[src/rtl/adc_read_ctrl.sv]
// Read controller for a parallel-bus multichannel ADC: starts a conversion,
// follows BUSY, then strobes CS_N/RD_N once per channel and presents each word.
module adc_read_ctrl #(
    parameter int NUM_CH    = 4,
    parameter int CONV_CYC  = 2,
    parameter int RD_LO_CYC = 1,
    parameter int RD_HI_CYC = 1,
    parameter int QUIET_CYC = 4,
    parameter int BUSY_TO   = 64
) (
    input  logic        XCLK,
    input  logic        RST,
    input  logic        START,
    input  logic        BUSY,
    input  logic [15:0] DB,
    output logic        CONVST_A,
    output logic        CONVST_B,
    output logic        CONVST_C,
    output logic        CONVST_D,
    output logic        CS_N,
    output logic        RD_N,
    output logic        WR_N,
    output logic [15:0] SAMPLE_DATA,
    output logic [2:0]  SAMPLE_CH,
    output logic        SAMPLE_VALID,
    output logic        FRAME_DONE,
    output logic        TIMEOUT_ERR,
    output logic        READY
);

    localparam logic [2:0] S_IDLE    = 3'd0;
    localparam logic [2:0] S_CONV    = 3'd1;
    localparam logic [2:0] S_WAIT_HI = 3'd2;
    localparam logic [2:0] S_WAIT_LO = 3'd3;
    localparam logic [2:0] S_RD_LO   = 3'd4;
    localparam logic [2:0] S_RD_HI   = 3'd5;
    localparam logic [2:0] S_QUIET   = 3'd6;

    localparam int CNT_W = 16;

    // Zero-length phases are clamped to one cycle so the "last cycle" compare never wraps.
    localparam int CONV_EFF  = (CONV_CYC  < 1) ? 1 : CONV_CYC;
    localparam int RDLO_EFF  = (RD_LO_CYC < 1) ? 1 : RD_LO_CYC;
    localparam int RDHI_EFF  = (RD_HI_CYC < 1) ? 1 : RD_HI_CYC;
    localparam int QUIET_EFF = (QUIET_CYC < 1) ? 1 : QUIET_CYC;
    localparam int TO_EFF    = (BUSY_TO   < 1) ? 1 : BUSY_TO;

    localparam logic [CNT_W-1:0] CONV_LAST  = CNT_W'(CONV_EFF - 1);
    localparam logic [CNT_W-1:0] RDLO_LAST  = CNT_W'(RDLO_EFF - 1);
    localparam logic [CNT_W-1:0] RDHI_LAST  = CNT_W'(RDHI_EFF - 1);
    localparam logic [CNT_W-1:0] QUIET_LAST = CNT_W'(QUIET_EFF - 1);
    localparam logic [CNT_W-1:0] TO_LAST    = CNT_W'(TO_EFF - 1);
    localparam logic [2:0]       LAST_CH    = 3'(NUM_CH - 1);

    logic [2:0]       state;
    logic [2:0]       state_next;
    logic [CNT_W-1:0] cyc_cnt;
    logic [2:0]       ch_cnt;
    logic             busy_meta;
    logic             busy_s;
    logic             capture;
    logic             frame_end;
    logic             timeout;
    logic             ch_inc;
    logic             ch_clr;
    logic             conv_on;

    // Strobes decode straight from the state register so reset clears them without waiting for a clock.
    assign conv_on  = (state == S_CONV);
    assign CONVST_A = conv_on;
    assign CONVST_B = conv_on;
    assign CONVST_C = conv_on;
    assign CONVST_D = conv_on;
    assign CS_N     = !((state == S_RD_LO) || (state == S_RD_HI));
    assign RD_N     = (state != S_RD_LO);
    assign WR_N     = 1'b1;
    assign READY    = (state == S_IDLE);

    always_ff @(posedge XCLK or posedge RST) begin
        if (RST) begin
            busy_meta <= 1'b0;
            busy_s    <= 1'b0;
        end else begin
            busy_meta <= BUSY;
            busy_s    <= busy_meta;
        end
    end

    always_comb begin
        state_next = state;
        capture    = 1'b0;
        frame_end  = 1'b0;
        timeout    = 1'b0;
        ch_inc     = 1'b0;
        ch_clr     = 1'b0;
        case (state)
            S_IDLE: begin
                if (START) state_next = S_CONV;
            end
            S_CONV: begin
                if (cyc_cnt >= CONV_LAST) state_next = S_WAIT_HI;
            end
            S_WAIT_HI: begin
                if (busy_s) begin
                    state_next = S_WAIT_LO;
                end else if (cyc_cnt >= TO_LAST) begin
                    timeout    = 1'b1;
                    state_next = S_IDLE;
                end
            end
            S_WAIT_LO: begin
                if (!busy_s) begin
                    ch_clr     = 1'b1;
                    state_next = S_RD_LO;
                end else if (cyc_cnt >= TO_LAST) begin
                    timeout    = 1'b1;
                    state_next = S_IDLE;
                end
            end
            S_RD_LO: begin
                if (cyc_cnt >= RDLO_LAST) begin
                    capture    = 1'b1;
                    state_next = S_RD_HI;
                end
            end
            S_RD_HI: begin
                if (cyc_cnt >= RDHI_LAST) begin
                    if (ch_cnt < LAST_CH) begin
                        ch_inc     = 1'b1;
                        state_next = S_RD_LO;
                    end else begin
                        frame_end  = 1'b1;
                        state_next = S_QUIET;
                    end
                end
            end
            S_QUIET: begin
                if (cyc_cnt >= QUIET_LAST) state_next = S_IDLE;
            end
            default: state_next = S_IDLE;
        endcase
    end

    // Cycle counter restarts on every state change (including RD_HI->RD_LO) and saturates otherwise.
    always_ff @(posedge XCLK or posedge RST) begin
        if (RST) begin
            state        <= S_IDLE;
            cyc_cnt      <= '0;
            ch_cnt       <= '0;
            SAMPLE_DATA  <= '0;
            SAMPLE_CH    <= '0;
            SAMPLE_VALID <= 1'b0;
            FRAME_DONE   <= 1'b0;
            TIMEOUT_ERR  <= 1'b0;
        end else begin
            state <= state_next;
            if (state_next != state) begin
                cyc_cnt <= '0;
            end else if (cyc_cnt != {CNT_W{1'b1}}) begin
                cyc_cnt <= cyc_cnt + 1'b1;
            end
            if (ch_clr) begin
                ch_cnt <= '0;
            end else if (ch_inc) begin
                ch_cnt <= ch_cnt + 1'b1;
            end
            SAMPLE_VALID <= capture;
            if (capture) begin
                SAMPLE_DATA <= DB;
                SAMPLE_CH   <= ch_cnt;
            end
            FRAME_DONE  <= frame_end;
            TIMEOUT_ERR <= timeout;
        end
    end

endmodule
[config.mk]
export PLATFORM = sky130hd
export DESIGN_NAME = adc_read_ctrl
export DESIGN_NICKNAME = d
export VERILOG_FILES = /design/src/rtl/adc_read_ctrl.sv
export SDC_FILE = /design/constraint.sdc
export NUM_CORES = 1
export LEC_CHECK = 0
export ABC_AREA = 1
export CAP_MARGIN = 20
export CELL_PAD_IN_SITES_DETAIL_PLACEMENT = 1
export CELL_PAD_IN_SITES_GLOBAL_PLACEMENT = 2
export CORE_MARGIN = 1
export CORE_UTILIZATION = 29
export DETAILED_ROUTE_END_ITERATION = 8
export GPL_TIMING_DRIVEN = 0
export HOLD_SLACK_MARGIN = 0.05
export PLACE_DENSITY_LB_ADDON = 0.1
export SETUP_SLACK_MARGIN = 0.02
export SKIP_LAST_GASP = 1
export SLEW_MARGIN = 20
export SYNTH_ARGS = -nofsm -noshare
export SYNTH_HDL_FRONTEND = slang
export SYNTH_SLANG_ARGS = --single-unit
[constraint.sdc]
create_clock -name XCLK -period 2.1 [get_ports XCLK]
set_input_delay 0.42 -clock XCLK [delete_from_list [all_inputs] [get_ports XCLK]]
set_output_delay 0.42 -clock XCLK [all_outputs]
set_load 0.01 [all_outputs]
# Word level (Yosys, flattened, before mapping)
# Cells that the tools add are included.
dict set report word_totals {
  reg_bits 46
  input_bits 20
  output_inout_bits 30
  word_cells 59
}
dict set report op_classes {
  addsub 2
  n_lt_le_gt_ge 5
  eq_ne 9
  mux 28
  n_reduce_logical 5
}
# op n
set op_table {}
lappend op_table {{$ge A16 B1 Y1 const B} 2}
lappend op_table {{$mux W16} 2}
lappend op_table {{$mux W3} 10}
lappend op_table {{$pmux W3 S7} 1}
lappend op_table {{$add A16 B1 Y16 const B} 1}
lappend op_table {{$ge A16 B2 Y1 const B} 1}
lappend op_table {{$ge A16 B6 Y1 const B} 1}
lappend op_table {{$ne A16 B16 Y1 const B} 1}
lappend op_table {{$mux W1} 13}
lappend op_table {{$eq A3 B3 Y1 const B} 3}
lappend op_table {{$eq A3 B2 Y1 const B} 2}
lappend op_table {{$reduce_bool A2 Y1} 2}
lappend op_table {{$add A3 B1 Y3 const B} 1}
lappend op_table {{$eq A3 B1 Y1 const B} 1}
lappend op_table {{$logic_not A3 Y1} 1}
lappend op_table {{$lt A3 B2 Y1 const B} 1}
lappend op_table {{$ne A3 B3 Y1} 1}
lappend op_table {{$ne A3 B3 Y1 const B} 1}
lappend op_table {{$mux W2} 1}
lappend op_table {{$pmux W1 S2} 1}
lappend op_table {{$logic_not A1 Y1} 1}
lappend op_table {{$logic_or A1 B1 Y1} 1}

# Depth between registers and ports, before layout
dict set report logic_depth {
  ltp_word 6
  ltp_mapped 14
  mapped_depth_nobuf 13
}

# Worst setup path after synthesis
# Ideal clock, no wire load.
dict set report synth_timing {
  kind {register to register}
  start {reg cyc_cnt[0]}
  end {reg cyc_cnt[7]}
  setup_ns 0.121
  t_arrival_ns 1.548
  t_required_ns 1.979
  path_slack_ns 0.431
  stages_incl_launch_ff 13
  n_path_buf 1
  period_less_slack_ns 1.669
  cell_sequence {dfrtp_1 -> ha_1 -> nand3_1 -> nor2_2 -> nor2_1 -> nand2_1 -> inv_1 -> nand3_1 -> nand3_2 -> nand2_2 -> nand3_4 -> buf_6 -> nor2_1}
}
dict set report synth_between {
  elab_chain_cells 6
  elab_cells_between_ends 18
  classes_between {add/sub: 1; order compare: 4; eq/ne: 2; mux: 10; reduce/logical: 1}
}
# element line
set synth_rtl {}
lappend synth_rtl {{start: declaration} 57} ;# logic [CNT_W-1:0] cyc_cnt;
lappend synth_rtl {{start signal: assignment} 160} ;# cyc_cnt <= cyc_cnt + 1'b1;
lappend synth_rtl {{$ge A16 B6 Y1} {106, 115}}
lappend synth_rtl {{$mux W3} {106, 115}}
lappend synth_rtl {{$mux W3, on equally long branches} {112, 104}}
lappend synth_rtl {{$pmux W3 S7 (*)} 96} ;# case (state)
lappend synth_rtl {{net state_next[1]} 56} ;# logic [2:0] state_next;
lappend synth_rtl {{$ne A3 B3 Y1 (*)} 157} ;# if (state_next != state) begin
lappend synth_rtl {{$mux W16 or $reduce_bool A2 Y1 (tied branches)} n/a}
# The timed path passes the listed nets; every way through them passes the cells marked *. The select of a mux whose other input is x is not followed.
# A chain may end at the register's enable or synchronous reset.

# Final worst setup path
dict set report layout_timing {
  start {reg state[1]}
  end {out CONVST_A}
}
dict set report layout_between {
  elab_chain_cells 1
}
# element line
set layout_rtl {}
lappend layout_rtl {{start: declaration} 55} ;# logic [2:0] state;
lappend layout_rtl {{start signal: assignment} 156} ;# state <= state_next;
lappend layout_rtl {{$eq A3 B1 Y1} 69} ;# assign conv_on = (state == S_CONV);
lappend layout_rtl {{end: declaration} 16} ;# output logic CONVST_A,
# No other way between the ends.

==> flow_summary.yaml <==
run_status:
  status: "complete, no violations"
routing:
  drc_errors: 0
  postRouteWirelength_um: 6017
  drtAntennaViolNets: 0
  vias: 2080
  post_drt_wl_per_cell_um: 13.05
  first_pass_iters: 4
  routed_via_density: 4.512
  drtIter0Drc: 61
power:
  pwr_density_cell_nw_per_um2: 1189
  p_seq_frac: 0.341
  ir_drop_v: 0.0004126
  clkPwrFrac: 0.152
  p_sw_mw: 1.453
  leakagePower_nw: 1.517
  intPower_mw: 2.351
  netSwitchingFraction: 0.3821
  total_power_mw: 3.804
  comb_power_share: 0.507
yosys:
  synth_area_sq_um: 2351
  synthTopCellsByCount: "nand2_1 (87), dfrtp_1 (46), nor2_1 (40)"
  ys_ff_latch: 46
  synth_cell_type_count: 30
  synth-edff-count: 0
  synth_area_leaders: "dfrtp_1 (49%), nand2_1 (14%), nor2_1 (6.4%)"
  synth_top_area_cell: "dfrtp_1"
  synthFlopType: "dfrtp_1"
  yosysMostFrequentCell: "nand2_1"
  async_reset_ff_frac: 1.000
  yosys.area.top_type_share: 0.4896
  yosysWarnings: 0
  synth_fp_nets: 317
  postSynthAreaPerCell_sq_um: 8.024
  synth_cells: 293
  ys_seq_area_frac: 0.4896
final_layout:
  nFillCells: 958
  diodes: 0
  final_area_sq_um: 3198
  syn_to_final_growth_pct: 36.03
  layout-drive-gt1-share: 0.1421
  postLayoutCoreUtil: 0.4117
  final_nets: 382
floorplan:
  start_util: 0.3027
  dieArea_sq_um: 8471
  io_pins: 50
  core_sq_um: 7767
  fp.dieH_um: 92.04
  num_rows: 32
  die_x_um: 92.04
cts:
  cts.sinks: 46
  cts_max_level: 2
  numCtsBuffers: 5
  clockRootBuffer: "clkbuf_8"
  cts_tree: "done"
  clkLatencyLatePin_ns: 0.30
  cts_hold_buffers: 0
  clockBufferDepth: 2
  clk_pin_slew_ns: 0.09
critical_path:
  crit_arrival_ns: 1.61
  end_kind: "output pin"
  critPathLaunchType: "flip-flop"
  crit_path_max_fanout: 9
  worst-setup-path-type: "reg2out"
  critical_path_required_ns: 1.68
place:
  placed_area_sq_um: 2979
  place.gp.congestion: 0.7357
  port_buffers: 48
  hpwl_um: 4526
timing:
  layout_min_cycle_time_ns: 2.027
  drv_slew: 0
  fmax_mhz: 493.4
  worst_clock_skew_ns: 0.01056
  rsz0062_at_grt: "yes"
  hold_viol_final: 0
  min_period_over_period: 0.9652
  hold_slack_ns: 0.3737
  finalSetupViolCount: 0
global_route:
  gr-total-overflow: 0
  grt_first_pass_wirelength_um: 10340
  grtUsageTotal: 0.1538
  grt_antenna_before_repair: 0
  grt_max_degree: 26
  grt_pass1_vias: 2179
flow_run:
  drv_cap: 0
min_path:
  hold_path.class: "reg2reg"
cell type report:
class | instances | area [sq um] | area share
Buffer | 9 | 77.57 | 0.02426
Clock inverter | 2 | 12.51 | 0.003912
Multi-Input combinational cell | 203 | 1044 | 0.3263
Clock buffer | 6 | 82.58 | 0.02582
Timing Repair Buffer | 58 | 566.8 | 0.1772
Inverter | 35 | 133.9 | 0.04186
Sequential cell | 46 | 1154 | 0.3607
Tap cell | 102 | 127.6 | 0.03991
power groups by stage:
stage | logic [mW] | registers, mW | clock network, mW
2_1_floorplan | 0.895 | 1.39 | 0
3_3_place_gp | 1.74 | 1.32 | 0
3_5_place_dp | 1.77 | 1.32 | 0
4_1_cts | 1.87 | 1.30 | 0.603
5_1_grt | 2.16 | 1.33 | 0.637
6_report | 1.93 | 1.30 | 0.577
layer usage:
layer  track usage  wire, um  part of all wire  vias to the layer above
met2        0.2425      2740              0.46                       42
met3       0.04643       340             0.057                        6
li1              -         -                 -                     1037
met4       0.03906        60             0.010                        0
met1        0.2049      2876              0.48                      995
met5             0         0                 0                        -
repair_timing:
item                                    CTS  global route
endpoints found under the setup margin    7            18
setup buffers                             6             3
resized for setup                        15            11
pin swaps                                 2             4
critical path: stages (launching register included):
cell             delay [ns]
dfrtp_1                0.39
buf_8                  0.15
nor3_4                 0.21
clkdlybuf4s50_1        0.56
registers in the layout (all words and copies together) (netlist names):
register,cells
SAMPLE_DATA,16
cyc_cnt,16
SAMPLE_CH,3
ch_cnt,3
state,3
FRAME_DONE,1
SAMPLE_VALID,1
TIMEOUT_ERR,1
busy_meta,1
busy_s,1
final timing paths:
check                      depth (start not counted)                 from                         end  slack (ns)
max                                                3   state[1]$_DFF_PP0_                    CONVST_A        0.07
min                                                0  busy_meta$_DFF_PP0_            busy_s$_DFF_PP0_        0.37
max reg2reg                                       11   state[1]$_DFF_PP0_     cyc_cnt[12]$_DFFE_PP0P_        0.25
min reg2reg                                        0  busy_meta$_DFF_PP0_            busy_s$_DFF_PP0_        0.37
max in group asynchronous                          3                  RST          state[2]$_DFF_PP0_        1.12
min in group asynchronous                          2                  RST  SAMPLE_DATA[2]$_DFFE_PP0P_        0.46
cells in the final DEF (no fill, tap or decap), types with 2 or more instances in the layout:
cell type        synthesis  final
dfrtp_2                  0      2
xor2_1                   5      5
nand3_1                 13     12
ha_1                     4      3
o22ai_1                  2      2
nand3_2                  1      2
nand2_1                 87     87
nor2_1                  40     38
nand4_1                 10     10
clkdlybuf4s50_1          0     42
nor2_4                   2      5
inv_2                    1      3
nand2_2                  3      3
nor2_2                   5      4
o21ai_0                 13     13
nor3_1                   4      3
nor4_1                   2      2
xnor2_1                  2      2
dfrtp_1                 46     44
inv_1                   34     31
clkdlybuf4s15_1          0      2
buf_4                    4     13
clkbuf_1                 3      2
dlygate4sd2_1            0      3
a21oi_1                  2      2
clkbuf_8                 1      7
logic make-up (layout without fill, tap and decap cells):
kind of cell | count (synthesis) | in the layout | synth area share
simple gates | 173 | 173 | 0.3369
flops | 46 | 46 | 0.4896
fa+ha+maj | 4 | 4 | 0.02129
xor+xnor | 7 | 7 | 0.02608
compound gates | 18 | 18 | 0.04045
buf+inv | 44 | 110 | 0.08408
other cells | 1 | 1 | 0.001595
stage by stage:
stage          instances  setup WS, ns  TNS [ns]
6_report             461       0.07307         0
5_1_grt              461      -0.01430  -0.01430
4_1_cts              458      0.001338         0
3_5_place_dp         444       -0.5076   -0.7805
3_3_place_gp         443       -0.5187    -23.12
2_1_floorplan        293        0.4306         0
No activity file was read; power rests on OpenSTA's default activity.
